**config.mk**
```make
export PLATFORM = sky130hd
export DESIGN_NAME = vlg_reset_design
export DESIGN_NICKNAME = d
export VERILOG_FILES = /design/src/rtl/vlg_reset_design.sv
export SDC_FILE = /design/constraint.sdc
export NUM_CORES = 1
export LEC_CHECK = 0
export ABC_AREA = 0
export CAP_MARGIN = 20
export CORE_AREA = 2 2 39 41
export CTS_BUF_LIST = sky130_fd_sc_hd__clkbuf_4 sky130_fd_sc_hd__clkbuf_8
export DETAILED_ROUTE_END_ITERATION = 16
export DIE_AREA = 0 0 41 43
export GPL_ROUTABILITY_DRIVEN = 1
export MAX_ROUTING_LAYER = met4
export SYNTH_ARGS = -nofsm -noshare
export SYNTH_HDL_FRONTEND = slang
export SYNTH_SLANG_ARGS = --single-unit
```
**constraint.sdc**
```tcl
create_clock -name i_clk -period 0.8 [get_ports i_clk]
set_input_delay 0.16 -clock i_clk [delete_from_list [all_inputs] [get_ports i_clk]]
set_output_delay 0.16 -clock i_clk [all_outputs]
set_load 0.005 [all_outputs]
```
**src/rtl/vlg_reset_design.sv**
```systemverilog
// Reset-style reference cell: one data word registered under async, sync and async-assert/sync-release resets.
// Optional `DATA_SYNC_EN adds a 2-flop input data synchronizer ahead of all three registers.
module vlg_reset_design #(
  parameter int unsigned          DATA_W      = 4,
  parameter int unsigned          SYNC_STAGES = 2,
  parameter logic [DATA_W-1:0]    RST_VAL     = '0
) (
  input  logic              i_clk,
  input  logic              i_rst_n,
  input  logic [DATA_W-1:0] i_data,
  output logic [DATA_W-1:0] o_asyn_data,
  output logic [DATA_W-1:0] o_sync_data,
  output logic [DATA_W-1:0] o_asyn_data2
);

  if (SYNC_STAGES < 2 || SYNC_STAGES > 4) begin : g_bad_stages
    $error("SYNC_STAGES must be in 2..4");
  end

  logic [DATA_W-1:0] data_src;

`ifdef DATA_SYNC_EN
  logic [DATA_W-1:0] data_meta;
  logic [DATA_W-1:0] data_sync;

  always_ff @(posedge i_clk or negedge i_rst_n) begin
    if (!i_rst_n) begin
      data_meta <= RST_VAL;
      data_sync <= RST_VAL;
    end else begin
      data_meta <= i_data;
      data_sync <= data_meta;
    end
  end

  assign data_src = data_sync;
`else
  assign data_src = i_data;
`endif

  // Constant 1 ripples in; last stage is the released reset
  logic [SYNC_STAGES-1:0] sync_q;
  logic                   rst_sync_n;

  always_ff @(posedge i_clk or negedge i_rst_n) begin
    if (!i_rst_n) begin
      sync_q <= '0;
    end else begin
      sync_q <= {sync_q[SYNC_STAGES-2:0], 1'b1};
    end
  end

  assign rst_sync_n = sync_q[SYNC_STAGES-1];

  always_ff @(posedge i_clk or negedge i_rst_n) begin
    if (!i_rst_n) begin
      o_asyn_data <= RST_VAL;
    end else begin
      o_asyn_data <= data_src;
    end
  end

  always_ff @(posedge i_clk) begin
    if (!i_rst_n) begin
      o_sync_data <= RST_VAL;
    end else begin
      o_sync_data <= data_src;
    end
  end

  always_ff @(posedge i_clk or negedge rst_sync_n) begin
    if (!rst_sync_n) begin
      o_asyn_data2 <= RST_VAL;
    end else begin
      o_asyn_data2 <= data_src;
    end
  end

endmodule

```
Word-level counts from Yosys, hierarchy flattened
Index checks and enable logic that the tools add are counted.

storage, ports and cells
  register bits after elaboration = 14
  bits in latches = 0
  memory bits (writable) = 0
  memory bits (read-only) = 0
  bits of input ports = 6
  output and inout port bits = 12
  memories kept = 0

cells by class
  add/subtract/negate cells = 0
  $mul = 0
  divide/modulo/power cells = 0
  order comparisons = 0
  equality and inequality tests = 0
  shift-type cells = 0
  muxes and demuxes = 0
  bitwise gates (word level) = 0
  reductions and logical operators = 0

Logic depth before layout (Yosys ltp)
  depth in word-level cells = 0
  mapped depth = 1
  depth with buffers taken out = 1

Worst setup path before layout
OpenSTA, ideal clock, no wires.

  path type = register to output
  start point = register o_asyn_data2[0]
  end point = output o_asyn_data2[0]
  arrival = 349 ps
  setup slack = 291 ps
  cell stages (with the launch flop) = 1
  buffers on the path = 0
  cells stage by stage = dfrtp_1

RTL lines
  what                      RTL line  RTL
  start: declaration        13        output logic [DATA_W-1:0] o_asyn_data2
  start signal: assignment  75        o_asyn_data2 <= data_src;

No word-level cell between the ends.

Worst setup path after layout
  start point = register o_asyn_data2[3]
  end point = output o_asyn_data2[3]

No word-level cell between the ends.

==> parameters.txt <==
Parameter                              Value

Status
  Status    finished, violations left
  Violated checks    negative setup slack

Finish
  N_diodes    0
  Fraction of final layout cells sized beyond drive strength 1    about 45%
  Signed area change from the synthesized netlist to the final layout    50.9%
  End-of-flow core utilization    around two fifths
  Cell area after layout    approximately 540 um^2
  Number of nets in the layout    50

Pwr
  Internal power    0.973 mW
  Total power per unit cell area    2210 nW/um^2
  Part of the power in the clock network    between 20% and 30%
  Switching power summed over all nets    0.223 mW
  P_leak    roughly 0.26 nW
  Peak ir drop on the vdd network    865 uV
  Proportion of power drawn by flip-flops and latches    approximately 63%
  Switching power as a share of total power    18.6%
  Post-layout power    between 1 and 1.5 mW
  Combinational cell fraction of total power    under 10%

Drt
  Post-DRT Antenna Nets    0
  Overall via count from detail_route    220
  1st-pass router iterations    2
  DR WL/cell    ~10 um
  Aggregate routed wire length    606 um
  Violation count after the first detailed-routing iteration    1
  DRC viols    0
  Detailed-route vias per instance    approximately 3.8

Critical path
  Worst stage delay on the critical path    ~0.37 ns
  Kind of cell adding the most delay to the critical path    flip-flops
  Category of the critical setup timing path    flop to output port
  Critical Path, Cell by Cell    buf_2
  Number of buffer and inverter instances along the worst setup path    1
  Signal arrival time at the worst endpoint    between 0.7 and 0.8 ns
  Slowest cell on the critical path    dfrtp_1
  Crit. End Element    output port
  CP Launch Type    flop
  Data required time of the critical path    roughly 0.64 ns
  Crit-path max FO    1

Synth
  Post-Syn Instances    19
  Mapped cell area    ~360 um^2
  Count of distinct cell types in the synthesized netlist    4
  Post-Synthesis Net Count    25
  Total of warnings raised by yosys    0
  Number of synthesized register bits    14
  Post-synthesis sequential area ratio    between 90% and 100%
  Per-instance average area after synthesis    ~19 um^2

Global routing
  Remaining global-route overflow    0
  Wire length of the first global-routing pass    between 900 and 1000 um
  Maximum number of pins on one net before global-route repair    8
  Antenna violations before repair    0
  Vias in the first global route    between 200 and 300
  Combined global-route utilization of all metal layers    ~8.6%

Timing
  Worst clock skew on the final layout    roughly 0.003 ns
  Number of hold-slack violations in the final timing report    0
  Achievable clock frequency    about 1.1 GHz
  Unrepaired setup endpoints after global routing    yes
  Setup total negative slack    -0.947 ns
  Final critical path time including I/O delays and setup    0.911 ns
  Final worst path period share    114%
  Max-slew violation count    0
  Final setup violation count    12
  Crit path setup slack, layout    -0.111 ns

Floorplan
  Die span in y    roughly 43 um
  Total core area    about 1400 um^2
  Initial core utilization    between 20% and 30%
  Number of I/O pins    18
  Overall die width    41 um
  Core Rows    14
  Die area    about 1800 um^2

Clocking
  Clock tree from TritonCTS    yes
  Clock Path Buffers    2
  TritonCTS buffer count    3
  CTS Hold Bufs    0
  Reg clk slew, reported paths    roughly 0.070 ns
  TritonCTS Sinks    14
  Post-CTS Setup Inserts    0
  Cell chosen for the clock root    clkbuf_4
  Latest clock arrival within the worst-skew pair    ~0.26 ns
  Level count of the clock H-tree    1

Flow run
  Max Cap Viol    0

Placement
  Number of buffer cells added on primary ports    17
  RD Place Congestion    around 0.57
  Half-perimeter wire length after placement    a little over 500 um
  Pre-CTS setup slack    -0.188 ns
  Total placed instance area    approximately 570 um^2

Worst hold path
  Worst hold path type    flop to async pin
-- cells in the mapped netlist --
| library cell | count | share of area, % |
|---|---|---|
| and2_1 | 4 | 7.0 |
| conb_1 | 1 | 1.0 |
| dfrtp_1 | 10 | 70 |
| dfxtp_1 | 4 | 22 |
-- metal layers --
layer  vias to the layer above  wire length, um  global-route usage (%)
met5                         -                0                       -
met4                         0                0                    6.00
met3                         0               93                    4.19
met2                        17              299                    13.4
met1                       101              213                    7.59
li1                        102                -                       -
-- power groups by stage --
stage                     clock, mW  combinational (mW)  sequential [mW]
after global routing          0.401               0.104            0.757
final                         0.350              0.0922            0.753
after floorplan                   0             0.00682            0.771
after CTS                     0.373              0.0948            0.754
after global placement            0               0.119            0.766
after detailed placement          0               0.121            0.769
-- cells in the final DEF, fill, tap and decap left out --
cell type        instances
conb_1                   1
clkbuf_4                 3
dfxtp_1                  3
buf_6                    1
buf_4                    3
dfrtp_1                 10
dfxtp_2                  1
and2_1                   4
clkdlybuf4s50_1          5
buf_2                   11
-- logic make-up after synthesis --
logic type / synth area share (%)
flip-flops: 92.0
other: 1.04
AND/OR/NAND/NOR: 6.97
-- final cells by class --
type	instances	area, um^2
Clock buffer	3	22.5
Fill cell	138	842
Multi-Input combinational cell	5	28.8
Sequential cell	14	332
Tap cell	16	20.0
Timing Repair Buffer	20	139
-- state kept, by name, indices dropped and copies added, names as in the netlist --
register      flops
o_asyn_data       4
o_asyn_data2      4
o_sync_data       4
sync_q            2
-- worst paths after layout --
path	from	to	slack, ns	cells after the start
min in group i_clk	sync_q[0]$_DFF_PN0_	sync_q[1]$_DFF_PN0_	0.36	0
setup / recovery	o_asyn_data2[3]$_DFF_PN0_	o_asyn_data2[3]	-0.11	1
max in group asynchronous	i_rst_n	o_asyn_data[1]$_DFF_PN0_	0.40	2
hold / removal	sync_q[1]$_DFF_PN0_	o_asyn_data2[0]$_DFF_PN0_	0.06	0
hold reg to reg	sync_q[1]$_DFF_PN0_	o_asyn_data2[0]$_DFF_PN0_	0.06	0
setup reg to reg	sync_q[0]$_DFF_PN0_	sync_q[1]$_DFF_PN0_	0.33	0
-- through the flow --
stage / hold slack [ns] / std cells
final: 0.0641 / 58
after global routing: 0.0931 / 58
after CTS: 0.0714 / 58
after detailed placement: 0.0643 / 55
after global placement: 0.0641 / 55
after floorplan: -0.136 / 19
-- what timing repair did --
item / 4_1_cts / 5_1_grt
pin swaps: 0 / 0
setup endpoints to repair: 12 / 12
gates resized for setup: 49 / 0
Power figures use the tool's default switching activity.
